<file path="config.mk">
export PLATFORM = sky130hd
export DESIGN_NAME = static_bp_fetch
export DESIGN_NICKNAME = d
export VERILOG_FILES = /design/src/rtl/riscv_pkg.sv /design/src/rtl/static_bp_adder.sv /design/src/rtl/static_bp_decode.sv /design/src/rtl/static_bp_fetch.sv
export SDC_FILE = /design/constraint.sdc
export NUM_CORES = 1
export LEC_CHECK = 0
export BUFFER_PORTS_ARGS = -buffer_cell sky130_fd_sc_hd__buf_4
export CELL_PAD_IN_SITES_DETAIL_PLACEMENT = 2
export CELL_PAD_IN_SITES_GLOBAL_PLACEMENT = 2
export CORE_ASPECT_RATIO = 1.5
export CORE_MARGIN = 2
export CORE_UTILIZATION = 35
export CTS_BUF_LIST = sky130_fd_sc_hd__clkbuf_2 sky130_fd_sc_hd__clkbuf_4 sky130_fd_sc_hd__clkbuf_8
export DETAILED_ROUTE_END_ITERATION = 7
export PLACE_DENSITY = 0.8
export SLEW_MARGIN = 20
export SYNTH_ARGS = -nofsm -noshare
export SYNTH_HDL_FRONTEND = slang
export SYNTH_HIERARCHICAL = 1
export SYNTH_SLANG_ARGS = --single-unit
</file>
<file path="constraint.sdc">
create_clock -name clk -period 7.48 [get_ports clk]
set_input_delay 0.374 -clock clk [delete_from_list [all_inputs] [get_ports clk]]
set_output_delay 0.374 -clock clk [all_outputs]
set_load 0.005 [all_outputs]
</file>
<file path="src/rtl/riscv_pkg.sv">
`default_nettype none
// ============================================================================
// Package     : riscv_pkg
// Description : Shared opcode constants, the canonical NOP word and the
//               IF/ID pipeline latch record used by the fetch stage.
// Revision    : 1.0 - initial release
// ============================================================================
package riscv_pkg;

  localparam logic [6:0]  OPC_BRANCH = 7'b1100011;
  localparam logic [6:0]  OPC_JAL    = 7'b1101111;
  localparam logic [6:0]  OPC_JALR   = 7'b1100111;

  localparam logic [31:0] NOP_INSTR  = 32'h0000_0013;

  typedef struct packed {
    logic        valid;
    logic [31:0] pc;
    logic [31:0] instr;
    logic        pred_taken;
    logic [31:0] pred_target;
  } if_id_t;

  // Contents of the IF/ID latch after reset and whenever a bubble is inserted.
  localparam if_id_t IF_ID_BUBBLE = '{
    valid:       1'b0,
    pc:          32'h0,
    instr:       NOP_INSTR,
    pred_taken:  1'b0,
    pred_target: 32'h0
  };

endpackage : riscv_pkg
`default_nettype wire

</file>
<file path="src/rtl/static_bp_adder.sv">
`default_nettype none
// ============================================================================
// Module      : static_bp_adder
// Description : Plain combinational adder, wraps modulo 2^W, no carry out.
// Ports       : a_i, b_i  - operands
//               sum_o     - a_i + b_i (truncated to W bits)
// Revision    : 1.0 - initial release
// ============================================================================
module static_bp_adder #(
  parameter int W = 32
) (
  input  logic [W-1:0] a_i,
  input  logic [W-1:0] b_i,
  output logic [W-1:0] sum_o
);

  assign sum_o = a_i + b_i;

endmodule : static_bp_adder
`default_nettype wire

</file>
<file path="src/rtl/static_bp_decode.sv">
`default_nettype none
// ============================================================================
// Module      : static_bp_decode
// Description : Combinational immediate extraction and static direction
//               prediction. B-type: backward taken / forward not taken.
//               JAL: always taken. Everything else (incl. JALR): not taken,
//               immediate zero.
// Ports       : instr_i      - fetched instruction word
//               imm_o        - sign-extended branch/jump offset
//               pred_taken_o - static prediction
// Revision    : 1.0 - initial release
// ============================================================================
module static_bp_decode
  import riscv_pkg::*;
(
  input  logic [31:0] instr_i,
  output logic [31:0] imm_o,
  output logic        pred_taken_o
);

  logic [6:0] opcode;
  assign opcode = instr_i[6:0];

  always_comb begin
    imm_o        = 32'h0;
    pred_taken_o = 1'b0;
    case (opcode)
      OPC_BRANCH: begin
        imm_o = {{19{instr_i[31]}}, instr_i[31], instr_i[7],
                 instr_i[30:25], instr_i[11:8], 1'b0};
        // Sign bit of the offset: negative offset means a backward branch.
        pred_taken_o = instr_i[31];
      end
      OPC_JAL: begin
        imm_o = {{11{instr_i[31]}}, instr_i[31], instr_i[19:12],
                 instr_i[20], instr_i[30:21], 1'b0};
        pred_taken_o = 1'b1;
      end
      // Register-indirect target is unknown at fetch.
      OPC_JALR: begin
        imm_o        = 32'h0;
        pred_taken_o = 1'b0;
      end
      default: begin
        imm_o        = 32'h0;
        pred_taken_o = 1'b0;
      end
    endcase
  end

endmodule : static_bp_decode
`default_nettype wire

</file>
<file path="src/rtl/static_bp_fetch.sv">
`default_nettype none
// ============================================================================
// Module      : static_bp_fetch
// Description : Fetch stage with static branch prediction. Owns the PC,
//               drives PC+4 / PC+imm adders, registers the IF/ID latch,
//               accepts EX redirects and keeps saturating branch statistics.
// Ports       : clk, reset (async, active-high)
//               imem_instr / imem_addr        - combinational IMEM interface
//               id_stall                      - hold PC and IF/ID
//               ex_redirect / ex_redirect_pc  - mispredict recovery
//               ex_branch_resolved / ex_mispredict - statistics inputs
//               if_id_*                       - IF/ID latch outputs
//               branch_cnt / mispred_cnt      - saturating counters
// Revision    : 1.0 - initial release
// ============================================================================
module static_bp_fetch
  import riscv_pkg::*;
#(
  parameter logic [31:0] RESET_VECTOR = 32'h0000_0000,
  parameter int          CNT_W        = 32
) (
  input  logic             clk,
  input  logic             reset,
  input  logic [31:0]      imem_instr,
  output logic [31:0]      imem_addr,
  input  logic             id_stall,
  input  logic             ex_redirect,
  input  logic [31:0]      ex_redirect_pc,
  input  logic             ex_branch_resolved,
  input  logic             ex_mispredict,
  output logic             if_id_valid,
  output logic [31:0]      if_id_pc,
  output logic [31:0]      if_id_instr,
  output logic             if_id_pred_taken,
  output logic [31:0]      if_id_pred_target,
  output logic [CNT_W-1:0] branch_cnt,
  output logic [CNT_W-1:0] mispred_cnt
);

  logic [31:0]      pc_q, pc_d;
  if_id_t           if_id_q, if_id_d;
  logic [CNT_W-1:0] branch_cnt_q, branch_cnt_d;
  logic [CNT_W-1:0] mispred_cnt_q, mispred_cnt_d;

  logic [31:0] imm;
  logic        pred_taken;
  logic [31:0] seq_pc;
  logic [31:0] tgt_pc;

  static_bp_decode u_decode (
    .instr_i      (imem_instr),
    .imm_o        (imm),
    .pred_taken_o (pred_taken)
  );

  static_bp_adder #(.W(32)) u_add_seq (
    .a_i   (pc_q),
    .b_i   (32'd4),
    .sum_o (seq_pc)
  );

  static_bp_adder #(.W(32)) u_add_tgt (
    .a_i   (pc_q),
    .b_i   (imm),
    .sum_o (tgt_pc)
  );

  // Next-PC / IF/ID selection. A redirect wins over a stall so the
  // wrong-path word fetched this cycle is dropped as a single bubble.
  always_comb begin
    pc_d    = pc_q;
    if_id_d = if_id_q;
    if (ex_redirect) begin
      pc_d    = ex_redirect_pc;
      if_id_d = IF_ID_BUBBLE;
    end else if (!id_stall) begin
      pc_d                = pred_taken ? tgt_pc : seq_pc;
      if_id_d.valid       = 1'b1;
      if_id_d.pc          = pc_q;
      if_id_d.instr       = imem_instr;
      if_id_d.pred_taken  = pred_taken;
      if_id_d.pred_target = tgt_pc;
    end
  end

  // Statistics saturate at all-ones; a mispredict without a resolved
  // branch carries no meaning and is ignored.
  always_comb begin
    branch_cnt_d  = branch_cnt_q;
    mispred_cnt_d = mispred_cnt_q;
    if (ex_branch_resolved && (branch_cnt_q != {CNT_W{1'b1}}))
      branch_cnt_d = branch_cnt_q + CNT_W'(1);
    if (ex_branch_resolved && ex_mispredict && (mispred_cnt_q != {CNT_W{1'b1}}))
      mispred_cnt_d = mispred_cnt_q + CNT_W'(1);
  end

  always_ff @(posedge clk or posedge reset) begin
    if (reset) begin
      pc_q          <= RESET_VECTOR;
      if_id_q       <= IF_ID_BUBBLE;
      branch_cnt_q  <= '0;
      mispred_cnt_q <= '0;
    end else begin
      pc_q          <= pc_d;
      if_id_q       <= if_id_d;
      branch_cnt_q  <= branch_cnt_d;
      mispred_cnt_q <= mispred_cnt_d;
    end
  end

  assign imem_addr         = pc_q;
  assign if_id_valid       = if_id_q.valid;
  assign if_id_pc          = if_id_q.pc;
  assign if_id_instr       = if_id_q.instr;
  assign if_id_pred_taken  = if_id_q.pred_taken;
  assign if_id_pred_target = if_id_q.pred_target;
  assign branch_cnt        = branch_cnt_q;
  assign mispred_cnt       = mispred_cnt_q;

endmodule : static_bp_fetch
`default_nettype wire

</file>
* Word-level counts from Yosys, hierarchy flattened *
Index checks and enable logic that the tools add are counted.

operators by class
  add/sub/neg operators = 4
  equality and inequality tests = 5
  muxes and demuxes = 7
  reductions and logical operators = 3

operators with widths
  operator               number
  $mux 98                2
  $mux 32                3
  $add 32x1->32 const B  2
  $ne 32x32->1 const B   2
  $pmux 32 s2            1
  $add 32x3->32 const B  1
  $add 32x32->32         1
  $eq 7x7->1 const B     2
  $logic_and 1x1->1      3
  $ne 2x1->1 const B     1
  $pmux 1 s2             1

word-level totals
  register bits after elaboration = 194
  input port bits = 70

* Depth between registers and ports, before layout *
  depth after elaboration = 6
  mapped depth = 18

* By module *
Netlist, hierarchy kept.

modules (own cells, without submodules)
  module                        times used  cells each  area each (um^2)  seq. area each (um^2)
  static_bp_fetch               1           820         8779.7            4858.4
  static_bp_adder at u_add_seq  1           241         1744.2            0.0
  static_bp_adder at u_add_tgt  1           221         1601.5            0.0
  static_bp_decode              1           73          533.0             0.0

* Worst setup path before layout *
OpenSTA, ideal clock, no wires.

  kind = input -> register
  start = input port imem_instr[4]
  end = register pc_q[31], in the netlist imem_addr[31]
  arrival = 3681 ps
  data required time = 7397 ps
  path slack = 3716 ps
  stages on the path = 17
  path buffers = 3
  cell sequence = nand4b_1 buf_2 nor4_1 buf_4 ha_1 buf_4 a21oi_1 o21ai_0 nand2b_1 a211oi_1 o31ai_1 a21oi_1 xnor2_1 mux2i_1 nor2_1 a21oi_1 o21ai_0

between the ends
  longest elaborated chain between the ends = 6
  elaborated cells between the ends (all ways) = 8

ends and longest elaborated chain
  element                 line                    source
  start: declaration      static_bp_fetch.sv:24   input logic [31:0] imem_instr,
  $eq 7x7->1              static_bp_decode.sv:27  case (opcode)
  $pmux 32 s2 *           static_bp_decode.sv:27
  named net imm[20]       static_bp_fetch.sv:45   logic [31:0] imm;
  $add 32x32->32 *        static_bp_adder.sv:17   assign sum_o = a_i + b_i;
  named net tgt_pc[31]    static_bp_fetch.sv:48   logic [31:0] tgt_pc;
  $mux 32 *               static_bp_fetch.sv:77   pc_d = pred_taken ? tgt_pc : seq_pc;
  $mux 32 *               static_bp_fetch.sv:76   end else if (!id_stall) begin
  $mux 32 *               static_bp_fetch.sv:73   if (ex_redirect) begin
  end signal: assignment  static_bp_fetch.sv:104  pc_q <= pc_d;
  end: declaration        static_bp_fetch.sv:40   logic [31:0] pc_q, pc_d;

The timed path passes the listed nets; every way through them passes the cells marked *. The select of a mux whose other input is x is not followed.
A chain may end at the register's enable or synchronous reset.

* Worst setup path in the final report *
  start = input port imem_instr[0]
  end = register pc_q[30], in the netlist imem_addr[30]

The elaborated chain is that of the path after synthesis.

==> reports/results.ini <==
[logic_synthesis]
syn_inst=1355
ys_ff_latch=194
avgSynthCellArea_sq_um=9.34
synth_top_flop_cell=dfrtp_1
yosysSeqAreaShare=0.384
synth_edf_count=0
yosysUniqueCellTypes=84
syn-cell-area_sq_um=12700
async_flop_share=1.00
yosysWarnings=6

[timing]
rsz0062_at_grt=no
finalSetupTns_ps=0
finalHoldViolations=0
period_needed_ps=3700
holdWs_ps=38.4
final.period_utilization=0.495
maxSlewViolCount=0
setup_viol=0
clock.fmax_mhz=270
tightest_slew_ps=1030
slew_headroom=0.312
skew_ps=14.0

[floorplanning]
rows=85
initial_utilization=0.354
die_w_um=159
dieHeight_um=237
die_area_sq_um=37700
io_pins=264
core_area_sq_um=35700

[cells_and_area]
multi_input_area_sq_um=7420
syn_to_final_growth_pct=21.8
diodes=0
final_cell_count_no_fill=2082
nNetsFinal=1727
regArea_sq_um=4860
layout-drive-gt1-share=0.221
n_fill_cell=4024

[pwr]
seqPwrFrac=0.425
pwr_density_cell_nw_per_um2=199
p_leak_uw=0.00751
cellInternalPower_uw=1890
p_switching_uw=1180
power_uw=3070
combPwrFrac=0.335
p_clk_frac=0.240
ir_drop_v=0.000134
p_sw_frac=0.385

[clock_tree]
cts.sinks=194
clkTransAtPathRegs_ps=120
clk_path_buf_depth=2
ctsHoldBuffers=0
post_cts_resized=0
clk_latency_ps=500
htreeDepth=4
cts_buffers=17
cts-root-buf=clkbuf_8
tritoncts=built
post_cts_buffers=0

[outcome]
status=complete, no violations

[worst_setup_path]
endpoint_kind=flop
worstPathArrival_ps=4130
cp-start-kind=primary input
critPathMaxFanout=21
cp.required_ps=7910
worstSetupPathType=primary input to flop

[detailed_routing]
drt-wirelength-per-cell_um=22.0
top_layer=met4
routed_via_density=5.46
drt_wl_total_mm=45.8
dr_wl_met3_mm=2.09
wl_met2_mm=25.5
wl_met1_mm=15.9
initialDrtViolationCount=302
firstDrtPassIters=4
ant_nets=0
via_count=11400
route.detailed.drc=0

[job]
maxCapViolations=0

[grt]
globalRouteTotalUtil=0.243
grt_antenna_before_repair=0
grt_pass1_wl_mm=72.1
grt_overflow=0
grt_max_degree=129
grt_pass1_vias=12800

[placed_design]
port_buffers=263
place_inst=2050
place.gp.congestion=0.858
hpwlAfterDp_mm=35.2

[worst_hold_path]
hp-class=primary input to asynchronous set/reset pin

flip-flops by register name (all words and copies together) (netlist names):
signal and flops:
branch_cnt 32, if_id_instr 32, if_id_pc 32, if_id_pred_taken 1, if_id_pred_target 32, if_id_valid 1, imem_addr 32, mispred_cnt 32
layer usage:
metal / track usage / up-vias
met5: 0 / -
met4: 0.121 / 0
met3: 0.0531 / 99
met2: 0.476 / 264
met1: 0.236 / 5738
li1: - / 5268
cells in the mapped netlist (34+ instances only):
cell type | n | area share
xnor2_1 | 70 | 0.048
nand3_1 | 60 | 0.024
mux2i_1 | 129 | 0.10
dfrtp_1 | 191 | 0.38
nand4_1 | 34 | 0.017
ha_1 | 64 | 0.063
xor2_1 | 47 | 0.033
o21ai_0 | 61 | 0.024
clkbuf_1 | 53 | 0.016
a21oi_1 | 97 | 0.038
nand2_1 | 85 | 0.025
nor2_1 | 165 | 0.049
cells by family after synthesis:
group / after synthesis / share of synthesized area
compound gates: 289 / 0.155
buf+inv: 111 / 0.0402
fa+ha+maj: 66 / 0.0664
xor+xnor: 117 / 0.0810
flops: 194 / 0.384
other cells: 3 / 0.000890
mux: 131 / 0.104
simple gates: 444 / 0.169
per-stage QoR:
stage | cell area (sq um) | setup WS [ps] | util
after floorplan | 12800 | 1830 | -
after global routing | 15400 | 3440 | 0.431
final | 15400 | 3780 | 0.431
after global placement | 15000 | 3430 | 0.420
after detailed placement | 15000 | 3270 | 0.420
after CTS | 15400 | 3810 | 0.431
cells in the final DEF, fill, tap and decap left out, drive strengths merged, types with 5 or more instances in the layout:
master / n
and4: 9
or2: 6
a31oi: 8
xnor2: 70
a211o: 5
a21o: 31
or3b: 6
clkinv: 6
nor3: 20
a21oi: 97
ha: 64
dfrtp: 191
o21bai: 8
and2: 6
xor2: 47
nand3: 61
nor2: 165
and3: 14
nor4: 12
a211oi: 22
o21a: 6
o211ai: 5
conb: 34
nand2: 85
mux2i: 129
nand2b: 6
buf: 270
inv: 34
o21ai: 67
nand4: 34
clkbuf: 17
nor2b: 6
cell type report:
class / instances / area share
sequential: 194 / 0.315
multi-input combinational: 1081 / 0.481
timing repair buffer: 270 / 0.132
clock inverter: 15 / 0.0109
inverter: 27 / 0.00706
clock buffer: 17 / 0.0152
tap: 478 / 0.0388
critical path: stages:
cell and delay, ps:
buf_4 110, inv_1 670, a211oi_1 200, fa_1 490
a21o_1 230, a221oi_2 350, a221o_2 270, o2111ai_2 140
o211ai_2 170, o21ai_2 160, a221oi_2 280, xnor2_1 190
mux2i_1 110, nor2_1 120, a21oi_1 60, o21ai_0 190
final timing paths:
check | startpoint | to | slack [ps] | depth (start not counted)
hold reg to reg | branch_cnt[19] | branch_cnt[19] | 510 | 1
max in group asynchronous | reset | if_id_pc[18] | 5890 | 3
hold / removal | reset | branch_cnt[26] | 40 | 2
setup reg to reg | imem_addr[1] | imem_addr[30] | 4130 | 13
min in group clk | ex_redirect_pc[17] | imem_addr[17] | 70 | 3
setup / recovery | imem_instr[0] | imem_addr[30] | 3780 | 16
power by group through the flow:
stage,clock network [uW],logic (uW),registers [uW]
after floorplan,0,617,1280
after detailed placement,0,1010,1330
final,737,1030,1300
after CTS,765,1020,1310
after global routing,792,1130,1320
after global placement,0,974,1320
No activity file was read; power rests on OpenSTA's default activity.
